$ cat src/rtl/enc_pwm_pkg.sv
`timescale 1ns/1ps
`default_nettype none
// ============================================================================
// Module  : enc_pwm_pkg
// Brief   : Shared defaults, debounce length and step-direction type for
//           the encoder/PWM array.
// Revision: 1.0 - initial release
// ============================================================================
package enc_pwm_pkg;

  localparam int NUM_CH_DEF  = 3;
  localparam int WIDTH_DEF   = 8;
  localparam int STEP_DEF    = 1;
  localparam int DEB_DIV_DEF = 256;

  localparam int DEB_LEN = 3;

  typedef enum logic [1:0] {
    DIR_NONE = 2'd0,
    DIR_UP   = 2'd1,
    DIR_DN   = 2'd2
  } dir_e;

endpackage
`default_nettype wire

$ cat src/rtl/enc_pwm_array_if.sv
`timescale 1ns/1ps
`default_nettype none
// ============================================================================
// Module  : enc_pwm_array_if
// Brief   : Encoder inputs, preset controls and value/PWM outputs of the array.
// Revision: 1.0 - initial release
// ============================================================================
interface enc_pwm_array_if
  import enc_pwm_pkg::*;
#(
  parameter int NUM_CH = NUM_CH_DEF,
  parameter int WIDTH  = WIDTH_DEF
);
  logic [NUM_CH-1:0]       enc_a;
  logic [NUM_CH-1:0]       enc_b;
  logic                    sat_mode;
  logic [NUM_CH-1:0]       load;
  logic [WIDTH-1:0]        load_val;
  logic [NUM_CH*WIDTH-1:0] value;
  logic [NUM_CH-1:0]       pwm;

  modport master (
    output enc_a, enc_b, sat_mode, load, load_val,
    input  value, pwm
  );

  modport slave (
    input  enc_a, enc_b, sat_mode, load, load_val,
    output value, pwm
  );
endinterface
`default_nettype wire

$ cat src/rtl/enc_channel.sv
`timescale 1ns/1ps
`default_nettype none
// ============================================================================
// Module  : enc_channel
// Brief   : One encoder channel: sync, strobed debounce, x1 decode, step/load.
// Revision: 1.0 - initial release
// ============================================================================
module enc_channel
  import enc_pwm_pkg::*;
#(
  parameter int WIDTH = WIDTH_DEF,
  parameter int STEP  = STEP_DEF
) (
  input  logic             clk,
  input  logic             reset,
  input  logic             strobe,
  input  logic             enc_a,
  input  logic             enc_b,
  input  logic             sat_mode,
  input  logic             load,
  input  logic [WIDTH-1:0] load_val,
  output logic [WIDTH-1:0] value
);
  localparam logic [WIDTH:0] STEP_X = (WIDTH+1)'(STEP);

  logic [1:0]         a_sync_q, a_sync_d, b_sync_q, b_sync_d;
  logic [DEB_LEN-1:0] a_hist_q, a_hist_d, b_hist_q, b_hist_d;
  logic               a_lvl_q, a_lvl_d, b_lvl_q, b_lvl_d;
  logic               a_prev_q, a_prev_d;
  logic [WIDTH-1:0]   value_q, value_d;
  logic [WIDTH:0]     sum, diff;
  dir_e               dir;

  always_comb begin
    a_sync_d = {a_sync_q[0], enc_a};
    b_sync_d = {b_sync_q[0], enc_b};
    a_hist_d = strobe ? {a_hist_q[DEB_LEN-2:0], a_sync_q[1]} : a_hist_q;
    b_hist_d = strobe ? {b_hist_q[DEB_LEN-2:0], b_sync_q[1]} : b_hist_q;

    // Level moves only on a unanimous history, so short glitches never land.
    a_lvl_d = a_lvl_q;
    if (&a_hist_q)       a_lvl_d = 1'b1;
    else if (~|a_hist_q) a_lvl_d = 1'b0;
    b_lvl_d = b_lvl_q;
    if (&b_hist_q)       b_lvl_d = 1'b1;
    else if (~|b_hist_q) b_lvl_d = 1'b0;

    a_prev_d = a_lvl_q;
    dir      = DIR_NONE;
    if (a_lvl_q && !a_prev_q) dir = b_lvl_q ? DIR_DN : DIR_UP;

    sum     = {1'b0, value_q} + STEP_X;
    diff    = {1'b0, value_q} - STEP_X;
    value_d = value_q;
    case (dir)
      DIR_UP:  value_d = (sat_mode && sum[WIDTH])  ? '1 : sum[WIDTH-1:0];
      DIR_DN:  value_d = (sat_mode && diff[WIDTH]) ? '0 : diff[WIDTH-1:0];
      default: value_d = value_q;
    endcase
    if (load) value_d = load_val;
  end

  always_ff @(posedge clk) begin
    if (reset) begin
      a_sync_q <= '0;
      b_sync_q <= '0;
      a_hist_q <= '0;
      b_hist_q <= '0;
      a_lvl_q  <= 1'b0;
      b_lvl_q  <= 1'b0;
      a_prev_q <= 1'b0;
      value_q  <= '0;
    end else begin
      a_sync_q <= a_sync_d;
      b_sync_q <= b_sync_d;
      a_hist_q <= a_hist_d;
      b_hist_q <= b_hist_d;
      a_lvl_q  <= a_lvl_d;
      b_lvl_q  <= b_lvl_d;
      a_prev_q <= a_prev_d;
      value_q  <= value_d;
    end
  end

  assign value = value_q;

endmodule
`default_nettype wire

$ cat src/rtl/enc_pwm_array.sv
`timescale 1ns/1ps
`default_nettype none
// ============================================================================
// Module  : enc_pwm_array
// Brief   : NUM_CH encoder-driven duty values, each feeding a glitch-free PWM.
// Revision: 1.0 - initial release
// ============================================================================
module enc_pwm_array
  import enc_pwm_pkg::*;
#(
  parameter int NUM_CH  = NUM_CH_DEF,
  parameter int WIDTH   = WIDTH_DEF,
  parameter int STEP    = STEP_DEF,
  parameter int DEB_DIV = DEB_DIV_DEF
) (
  input  logic          clk,
  input  logic          reset,
  enc_pwm_array_if.slave bus
);
  localparam int            PW       = (DEB_DIV > 1) ? $clog2(DEB_DIV) : 1;
  localparam logic [PW-1:0] PRE_LAST = PW'(DEB_DIV - 1);

  logic [PW-1:0]           pre_q, pre_d;
  logic                    strobe;
  logic [WIDTH-1:0]        cnt_q, cnt_d;
  logic [NUM_CH*WIDTH-1:0] shadow_q, shadow_d;
  logic [NUM_CH-1:0]       pwm_q, pwm_d;
  logic [NUM_CH*WIDTH-1:0] value_all;

  always_comb begin
    strobe   = (pre_q == PRE_LAST);
    pre_d    = strobe ? '0 : pre_q + PW'(1);
    cnt_d    = cnt_q + WIDTH'(1);
    // Duty is only picked up on the last count, so a period is never split.
    shadow_d = (&cnt_q) ? value_all : shadow_q;
    for (int i = 0; i < NUM_CH; i++) begin
      pwm_d[i] = (cnt_q < shadow_q[i*WIDTH +: WIDTH]);
    end
  end

  always_ff @(posedge clk) begin
    if (reset) begin
      pre_q    <= '0;
      cnt_q    <= '0;
      shadow_q <= '0;
      pwm_q    <= '0;
    end else begin
      pre_q    <= pre_d;
      cnt_q    <= cnt_d;
      shadow_q <= shadow_d;
      pwm_q    <= pwm_d;
    end
  end

  for (genvar i = 0; i < NUM_CH; i++) begin : g_ch
    enc_channel #(
      .WIDTH (WIDTH),
      .STEP  (STEP)
    ) u_ch (
      .clk      (clk),
      .reset    (reset),
      .strobe   (strobe),
      .enc_a    (bus.enc_a[i]),
      .enc_b    (bus.enc_b[i]),
      .sat_mode (bus.sat_mode),
      .load     (bus.load[i]),
      .load_val (bus.load_val),
      .value    (value_all[i*WIDTH +: WIDTH])
    );
  end

  assign bus.value = value_all;
  assign bus.pwm   = pwm_q;

endmodule
`default_nettype wire
$ cat src/flat_wrapper.sv
// flat-port wrapper written by rule: the top's interface ports become plain ports
module enc_pwm_array_flat import enc_pwm_pkg::*;
#(
  parameter int NUM_CH  = NUM_CH_DEF,
  parameter int WIDTH   = WIDTH_DEF,
  parameter int STEP    = STEP_DEF,
  parameter int DEB_DIV = DEB_DIV_DEF
)
  (clk, reset, bus_enc_a, bus_enc_b, bus_sat_mode, bus_load, bus_load_val, bus_value, bus_pwm);
  enc_pwm_array_if #(.NUM_CH(NUM_CH), .WIDTH(WIDTH)) bus_i ();
  input  logic clk;
  input  logic reset;
  input wire logic [$bits(bus_i.enc_a)-1:0] bus_enc_a;
  input wire logic [$bits(bus_i.enc_b)-1:0] bus_enc_b;
  input wire logic [$bits(bus_i.sat_mode)-1:0] bus_sat_mode;
  input wire logic [$bits(bus_i.load)-1:0] bus_load;
  input wire logic [$bits(bus_i.load_val)-1:0] bus_load_val;
  output wire logic [$bits(bus_i.value)-1:0] bus_value;
  output wire logic [$bits(bus_i.pwm)-1:0] bus_pwm;
  assign bus_i.enc_a = bus_enc_a;
  assign bus_i.enc_b = bus_enc_b;
  assign bus_i.sat_mode = bus_sat_mode;
  assign bus_i.load = bus_load;
  assign bus_i.load_val = bus_load_val;
  assign bus_value = bus_i.value;
  assign bus_pwm = bus_i.pwm;
  enc_pwm_array #(.NUM_CH(NUM_CH), .WIDTH(WIDTH), .STEP(STEP), .DEB_DIV(DEB_DIV)) u_core (.clk(clk), .reset(reset), .bus(bus_i));
endmodule
$ cat config.mk
export PLATFORM = sky130hd
export DESIGN_NAME = enc_pwm_array_flat
export DESIGN_NICKNAME = d
export VERILOG_FILES = /design/src/rtl/enc_pwm_pkg.sv /design/src/rtl/enc_pwm_array_if.sv /design/src/rtl/enc_channel.sv /design/src/rtl/enc_pwm_array.sv /design/src/flat_wrapper.sv
export SDC_FILE = /design/constraint.sdc
export NUM_CORES = 1
export LEC_CHECK = 0
export ABC_AREA = 1
export CORE_MARGIN = 2
export CORE_UTILIZATION = 45
export CTS_CLUSTER_DIAMETER = 60
export CTS_CLUSTER_SIZE = 8
export DETAILED_ROUTE_END_ITERATION = 10
export PLACE_DENSITY = 0.76
export SKIP_LAST_GASP = 1
export SYNTH_ARGS = -nofsm -noshare
export SYNTH_HDL_FRONTEND = slang
export SYNTH_SLANG_ARGS = --single-unit
$ cat constraint.sdc
create_clock -name clk -period 1.7 [get_ports clk]
set_input_delay 0.255 -clock clk [delete_from_list [all_inputs] [get_ports clk]]
set_output_delay 0.255 -clock clk [all_outputs]
set_load 0.02 [all_outputs]
==> impl.org, run 1 <==
** Status
- Run status :: finished clean

** Timing
- The max-slew violation count was 0.
- Setup slack on the critical path of the routed design comes to 0.111 ns.
- Setup violations, final :: 0
- After layout, the minimum clock period comes to 1.59 ns.
- Static timing analysis puts the maximum clock frequency at 629 MHz.
- Period utilisation layout :: between 90% and 100%
- For the pin with the worst max-slew slack, the measured transition is approximately 0.50 ns.
- Setup total negative slack :: 0 ns
- Between clock sinks in the finished design, the worst skew comes to approximately 0.0060 ns.
- The final hold violation count was 0.
- Setup repair after global routing missed its margin :: true
- The worst pin sits at a relative slew slack of between 60% and 70%.

** Layout
- After the flow finishes, the layout carries non-filler instances totaling 1095.
- From synthesis to final layout, the design area changed by 20.7%.
- 0 antenna diodes ended up in the layout.
- Of the cells placed in the final design, the portion with a size suffix greater than 1 is between 10 and 15%.
- After the last flow step, the layout net total stands at around 970.

** Synth
- After synthesis, the largest family of logic cells by area is simple AND/OR/NAND/NOR gates.
- Post-synth EDFFs :: 0
- Syn Std Cell Area :: ~5800 um^2
- Adder-cell area share of the yosys netlist :: 6.26%
- Fraction of the mapped netlist area in compound gates :: 17.3%
- Netlist cell types :: 38
- After synthesis, the share of flip-flops with an asynchronous set or reset is 0%.
- The synthesized netlist devotes under 10% of its cell area to XOR and XNOR gates.
- For this run, the register share of the synthesized area comes to 36.6%.
- After synthesis, the share of cell area in mux cells is 0%.
- After synthesis the netlist holds a flip-flop and latch count of between 100 and 150.
- Number of synthesis warnings :: 0
- Synthesis produced a netlist with a net count of ~900.
- Synthesized-area fraction occupied by and/or/nand/nor cells :: 26.8%
- Synthesis produced approximately 850 cells.
- Predominant post-synthesis flop cell :: dfxtp_1
- Post-Synthesis Mean Instance Area :: around 6.8 um^2

** Die
- The floorplan has 41 rows.
- Number of I/O pins :: 47
- The floorplan step set the die height to about 120 um.
- Initial Utilization :: about 46%
- The floorplan step defined a core boundary enclosing around 13000 um^2.
- Total die area :: around 14000 um^2
- Measured along the x axis, the die boundary spans 118 um.

** Critical path
- Highest fanout seen on the critical path :: 17
- The worst register-to-register path ends at u_core.g_ch[0].u_ch.a_hist_q[1]$_SDFFE_PP0P_.
- STA classifies the critical path endpoint as a flop.
- Register-to-Register Setup Slack :: 0.11 ns
- Worst Path Required :: 1.94 ns
- The worst setup path is launched from a flop.
- Worst Reg-to-Reg Cells :: 11
- In this run the critical register-to-register path is launched from u_core.pre_q[0]$_SDFF_PP0_.
- Path type of the worst setup path :: flop to flop
- Endpoint arrival time on the critical path :: ~1.8 ns

** Clock network
- Clk pin slew, worst setup/hold paths :: ~0.070 ns
- For this design, the CTS-stage hold fixing added 0 buffers.
- For this design, the sink count on the clock tree is roughly 110.
- Clock tree synthesis inserted a total of 9 buffers.
- Number of H-tree branching levels :: 3
- Counting along the longest clock path gives a buffer depth of 2.
- The cell sitting at the root of the clock tree is a clkbuf_16.
- Insertion delay to the later sink of the worst-skew pair :: about 0.34 ns
- TritonCTS built the clock tree.

** Power and ir drop
- In this run the power density over the cells is ~800 nW/um^2.
- Worst vdd rail ir drop :: ~0.00046 V
- For this design the static power due to leakage is between 0.003 and 0.004 uW.

** Drt
- For this block, the routed nets add up to 13.9 mm of wire.
- After detailed routing, the average wire length per cell comes to 12.7 um.
- The first TritonRoute pass finished after 5 iterations.
- Dividing the detail-routed via count by the number of cells gives approximately 5.1.
- After detailed routing, the number of remaining DRC violations is 0.
- In this run the remaining antenna-violating nets after routing total 0.
- The final route contains about 5500 vias.
- The first routing iteration left about 430 violations.

** Global route
- All-layer global routing usage :: roughly a fifth
- Entering global routing, the biggest net connects 49 pins.
- The first global-routing pass estimated approximately 23 mm of wire.
- Number of global-route vias before repair :: slightly below 5000
- Summed over all layers, the global routing overflow is 0.
- The initial antenna violation count came to 0.

** Placed design
- The congestion estimate from routability-driven global placement came to roughly 0.95.
- OpenSTA, run right after detailed placement, puts the worst setup slack at -0.0221 ns.
- Quantity of I/O buffers inserted on ports :: 46
- The wire-length estimate of the detail-placed layout is between 10 and 15 mm.
- Instance count after placement with tap cells included :: roughly 1100

** Hold path
- The worst hold path begins at u_core.g_ch[2].u_ch.a_sync_q[0]$_SDFF_PP0_.
- The worst hold path was traced through 2 stages.
- Worst min-delay path endpoint :: u_core.g_ch[2].u_ch.a_sync_q[1]$_SDFF_PP0_
- The worst hold path belongs to the class flop to flop.

** Run
- MaxCap Viol Count :: 0
==> worst max path at each step <==
stage	cells past startpoint	slack (ns)	start	end
detailed placement	12	-0.02	bus_sat_mode	u_core.g_ch[1].u_ch.value[7]$_SDFFE_PP0P_
global route	10	-0.02	u_core.g_ch[0].u_ch.value[0]$_SDFFE_PP0P_	u_core.g_ch[0].u_ch.value[0]$_SDFFE_PP0P_
global placement	8	-0.05	bus_sat_mode	u_core.g_ch[2].u_ch.value[0]$_SDFFE_PP0P_
floorplan	9	0.12	u_core.g_ch[2].u_ch.value[0]$_SDFFE_PP0P_	u_core.g_ch[2].u_ch.value[1]$_SDFFE_PP0P_
CTS	1	-0.02	u_core.g_ch[1].u_ch.value[3]$_SDFFE_PP0P_	bus_value[11]
finish	11	0.11	u_core.pre_q[0]$_SDFF_PP0_	u_core.g_ch[0].u_ch.a_hist_q[1]$_SDFFE_PP0P_
==> synthesized netlist by cell type (2+ instances only) <==
cell type	instances	area [um^2]
nand2_1	176	661
dfxtp_1	106	2120
inv_1	106	398
nor2_1	101	379
a21oi_1	88	440
nand3_1	55	275
o21ai_0	46	230
ha_1	29	363
o21ai_1	23	115
buf_2	14	70.1
inv_2	14	52.6
clkbuf_1	10	37.5
xor2_1	10	87.6
a211oi_1	7	52.6
a21oi_2	7	61.3
nand4_1	7	43.8
nor2_2	7	43.8
buf_4	5	37.5
nand3_2	5	50.1
o22ai_1	4	25.0
buf_1	3	11.3
buf_6	3	33.8
clkinv_1	3	11.3
nand2_2	3	18.8
a31oi_1	2	12.5
a41oi_1	2	17.5
nor2_4	2	22.5
nor3_1	2	10.0
nor3b_1	2	15.0
o21a_1	2	15.0
o221ai_1	2	17.5
xnor2_1	2	17.5
==> registers in the layout, summed over array words and instances (netlist names) <==
register	cells
u_core.g_ch.u_ch.a_sync_q	6
u_core.bus.pwm	3
u_core.g_ch.u_ch.a_lvl_q	3
u_core.g_ch.u_ch.a_hist_q	9
u_core.g_ch.u_ch.value	24
u_core.g_ch.u_ch.a_prev_q	3
u_core.shadow_q	24
u_core.pre_q	8
u_core.g_ch.u_ch.b_lvl_q	3
u_core.cnt_q	8
u_core.g_ch.u_ch.b_hist_q	9
u_core.g_ch.u_ch.b_sync_q	6
==> layout by cell type, fill, tap and decap left out, drive strengths merged, types with 3 or more instances in the layout <==
cell           synthesis  final
clkdlybuf4s50          0     22
nand3                 60     60
o22ai                  4      4
a21oi                 95     95
inv                  120    120
o21ai                 69     69
nor3                   3      3
a211oi                 7      7
buf                   25     44
clkinv                 3      4
nand2                179    179
clkbuf                10     11
nor2                 110    110
dlymetal6s2s           0      9
dlygate4sd2            0     14
dfxtp                106    106
nand4                  8      8
xor2                  10     10
ha                    29     29
==> power by group <==
group,switching (uW),internal (uW)
registers,98.7,2560
logic,508,374
clock network,909,1140
==> kinds of logic (layout without fill, tap and decap cells) <==
kind of cell,after synthesis,after routing
compound gates,185,185
xor+xnor,12,12
fa+ha+maj,29,29
buf+inv,158,227
flops,106,106
simple gates,364,364
==> routing by layer <==
metal	GRT usage (%)	wire length (um)	share of wire [%]
met5	0	0	0
met4	8.06	258	1.9
met3	2.57	746	5.4
met2	32.1	6350	46
met1	28.2	6510	47
==> area by class of cell <==
class                           instances  area (um^2)
Inverter                              123          464
Tap cell                              172          215
Clock inverter                          4         53.8
Clock buffer                           11          233
Timing Repair Buffer                   89          833
Fill cell                            1237         5620
Sequential cell                       106         2140
Multi-Input combinational cell        590         3060
==> critical path, cell delays in order (launching register included) <==
cell and delay (ns):
dfxtp_2 0.33, ha_2 0.17, nand2_1 0.06, inv_2 0.06, nand2_1 0.07, nor3_2 0.21, nand2_1 0.08, inv_2 0.08
nand2_4 0.08, buf_12 0.16, o21ai_1 0.12, nor2_1 0.05
==> what timing repair did <==
action,in CTS,in global routing
pin swaps,0,2
resized for setup,25,28
setup endpoints to repair,22,38
hold endpoints to repair,0,0
buffers inserted,0,1
==> per-stage QoR <==
step           total power [uW]  instance area (um^2)  utilization (%)  hold WS (ns)
2_1_floorplan              3230                  5800                -         0.362
3_3_place_gp               3580                  6640             52.6         0.394
3_5_place_dp               3590                  6640             52.6         0.394
4_1_cts                    5600                  6930             54.9         0.402
5_1_grt                    5840                  7000             55.5         0.422
6_report                   5590                  7000             55.5         0.398
(Power assumes the default switching activity.)
==> run 2: changes to the inputs <==
--- a/config.mk
+++ b/config.mk
@@ -6,12 +6,13 @@
 export NUM_CORES = 1
 export LEC_CHECK = 0
 export ABC_AREA = 1
+export ABC_CLOCK_PERIOD_IN_PS = 2000
 export CORE_MARGIN = 2
-export CORE_UTILIZATION = 45
+export CORE_UTILIZATION = 33
 export CTS_CLUSTER_DIAMETER = 60
 export CTS_CLUSTER_SIZE = 8
 export DETAILED_ROUTE_END_ITERATION = 10
-export PLACE_DENSITY = 0.76
+export PLACE_DENSITY = 0.62
 export SKIP_LAST_GASP = 1
 export SYNTH_ARGS = -nofsm -noshare
 export SYNTH_HDL_FRONTEND = slang
==> constraint.sdc (replaced) <==
create_clock -name clk -period 2 [get_ports clk]
set_input_delay 0.3 -clock clk [delete_from_list [all_inputs] [get_ports clk]]
set_output_delay 0.3 -clock clk [all_outputs]
set_load 0.02 [all_outputs]
==> impl.org, run 2 (synthesized netlist as in run 1, its figures left out) <==
** Power and ir drop
- Worst vdd rail ir drop :: 0.000430 V
- Summed over all cells, the static leakage comes to ~0.0029 uW.
- For this design the ratio of total power to cell area is roughly 690 nW/um^2.

** Layout
- After the last flow step, the layout net total stands at 947.
- Count of placed standard cells in the final layout, fillers left out :: 1128
- Fraction of layout cells with a size suffix above 1 :: 9.08%
- Ant diodes :: 0
- Leaving out fill and tap cells, the most frequent cell in the layout is nand2_1.
- Commonest non-fill, non-tap cells in the layout :: nand2_1 (176), inv_1 (106), dfxtp_1 (104), nor2_1 (101), a21oi_1 (88)
- The finished cells cover 6830 um^2.
- Counting the fill cells in the layout gives between 1500 and 2000.
- At the end of the flow the core is filled with cells to between 30 and 40%.
- The area growth from synthesis to layout is 17.8%.

** Die
- The die covers 18600 um^2.
- The initialized floorplan defines 48 standard-cell rows.
- Die H :: ~140 um
- The die is between 100 and 150 um wide.
- Number of I/O pins :: 47
- The total area inside the core boundary comes to roughly 17000 um^2.
- Initial Utilization :: 33.6%

** Timing
- Worst-case hold slack :: around 0.28 ns
- In this run the tightest slew margin relative to its limit is between 70% and 80%.
- Setup repair after global routing left no endpoint under its margin.
- Slew @ Worst Pin :: 0.423 ns
- Period utilisation layout :: between 90 and 100%
- The max-slew violation count came to 0.
- Maximum clock rate :: roughly 520 MHz
- Setup total negative slack :: 0 ns
- Setup violations remaining at the end of the flow were counted as 0.
- Shortest clock period the worst path allows after layout :: approximately 1.9 ns
- Final number of hold-violating endpoints :: 0
- Clock tree skew after final layout :: between 0.005 and 0.006 ns

** Critical path
- STA classifies the critical path startpoint as a flop.
- WP depth :: 1
- Endpoint arrival time on the critical path :: between 1.5 and 2 ns
- The critical path in this run is classified as flop to output pin.
- Critical-path cell with the highest stage delay :: clkdlybuf4s50_1
- Number of buffers and inverters on the critical path :: 1
- Critical Path End Type :: output pin
- Critical path's top delay family :: buffers and inverters
- Critical Path, Cell by Cell :: clkdlybuf4s50_1
- In this run the worst path has a maximum fanout of 10.
- Worst Reg-to-Reg Cells :: 9
- In this design, the stage delay of the slowest critical-path cell is ~0.69 ns.
- For the worst setup path, the data required time is roughly 1.7 ns.

** Drt
- Using the TritonRoute via totals, the vias-per-cell ratio works out to 4.80.
- Number of DRC violations after detailed-routing iteration 0 :: roughly 440
- Routed length per placed instance :: about 13 um
- Vias post-DR :: ~5400
- Antenna Nets Post-Route :: 0
- For this run, the detailed router's first-pass iteration total came to 5.
- Post-route DRC :: 0
- Drt total wl :: approximately 14 mm

** Placed design
- Detailed-placement wirelength estimate :: roughly 10 mm
- In this run, placement finished with an instance count of roughly 1100.
- Final GP Congestion :: 0.893
- Area post-placement :: 6520 um^2
- The count of buffers added on input and output ports is 46.

** Clock network
- Clk sinks :: between 100 and 150
- TritonCTS built the clock tree.
- Clock-pin slew was measured on the worst setup and hold paths at roughly 0.07 ns.
- The H-tree was split into 3 levels.
- The number of clock buffers added by TritonCTS is 9.
- The tree is rooted in a clkbuf_16.
- Number of buffers on the longest clock path :: 2
- Insertion delay to the later sink of the worst-skew pair :: roughly 0.35 ns

** Hold path
- Worst Hold Depth :: 2
- The min-delay analysis places its worst path in the category input pin to flop.

** Global route
- The first global-routing pass estimated 23.6 mm of wire.
- The number of global-route vias before repair came to 4848.
- The initial antenna violation count was 0.
- The total overflow left after global routing is 0.
- Global routing consumed, over all layers together, roughly 16% of the routing resources.
- Largest net degree at the start of global routing :: 35

** Status
- The run finished with clean final reports.

** Run
- MaxCap Viol Count :: 0
[run 2: cell types whose count changed in the layout (fill, tap and decap cells not counted), sizes merged, moves of 3 or more]
cell and delta:
clkdlybuf4s50 +23, inv +3, dlymetal6s2s -9, dlygate4sd2 -14
buf -21
[run 2: worst paths after layout]
path	start	end	slack, ns
worst max-delay path	u_core.g_ch[2].u_ch.value[5]$_SDFFE_PP0P_	bus_value[21]	0.09
worst min-delay path	reset	u_core.cnt_q[5]$_SDFF_PP0_	0.28
worst max register to register	u_core.cnt_q[1]$_SDFF_PP0_	u_core.shadow_q[11]$_SDFFE_PP0P_	0.24
worst min register to register	u_core.g_ch[1].u_ch.b_sync_q[0]$_SDFF_PP0_	u_core.g_ch[1].u_ch.b_sync_q[1]$_SDFF_PP0_	0.41
[run 2: through the flow]
stage | setup slack (ns) | total power, uW
global route | 0.0268 | 4970
finish | 0.0933 | 4730
global placement | 0.151 | 3000
CTS | 0.0256 | 4780
detailed placement | 0.118 | 3000
floorplan | 0.420 | 2750
[run 2: where the power goes]
group / internal [uW] / total (uW) / switching (uW)
Combinational: 287 / 686 / 399
Sequential: 2170 / 2270 / 103
Clock: 907 / 1770 / 867
Total: 3360 / 4730 / 1370
[run 2: routing by layer]
metal	track usage, %	up-vias	wire (um)
li1	-	2840	-
met2	24.4	112	6410
met3	2.33	18	606
met1	22.6	2442	7140
met5	0	-	0
met4	6.25	0	211
[run 2: area by class of cell]
cell class,count,area [um^2],share of cell area [%]
clock buffer,10,239,3.50
clock inverter,6,58.8,0.861
inverter,123,462,6.76
multi-input combinational,590,3030,44.4
sequential,106,2120,31.1
tap,225,282,4.12
timing repair buffer,68,633,9.27
[run 2: repair_timing]
action | in CTS | in global routing
resized for setup | 0 | 3
setup buffers | 0 | 0
hold buffers | 0 | 0
setup endpoints to repair | 0 | 8
hold endpoints to repair | 0 | 0
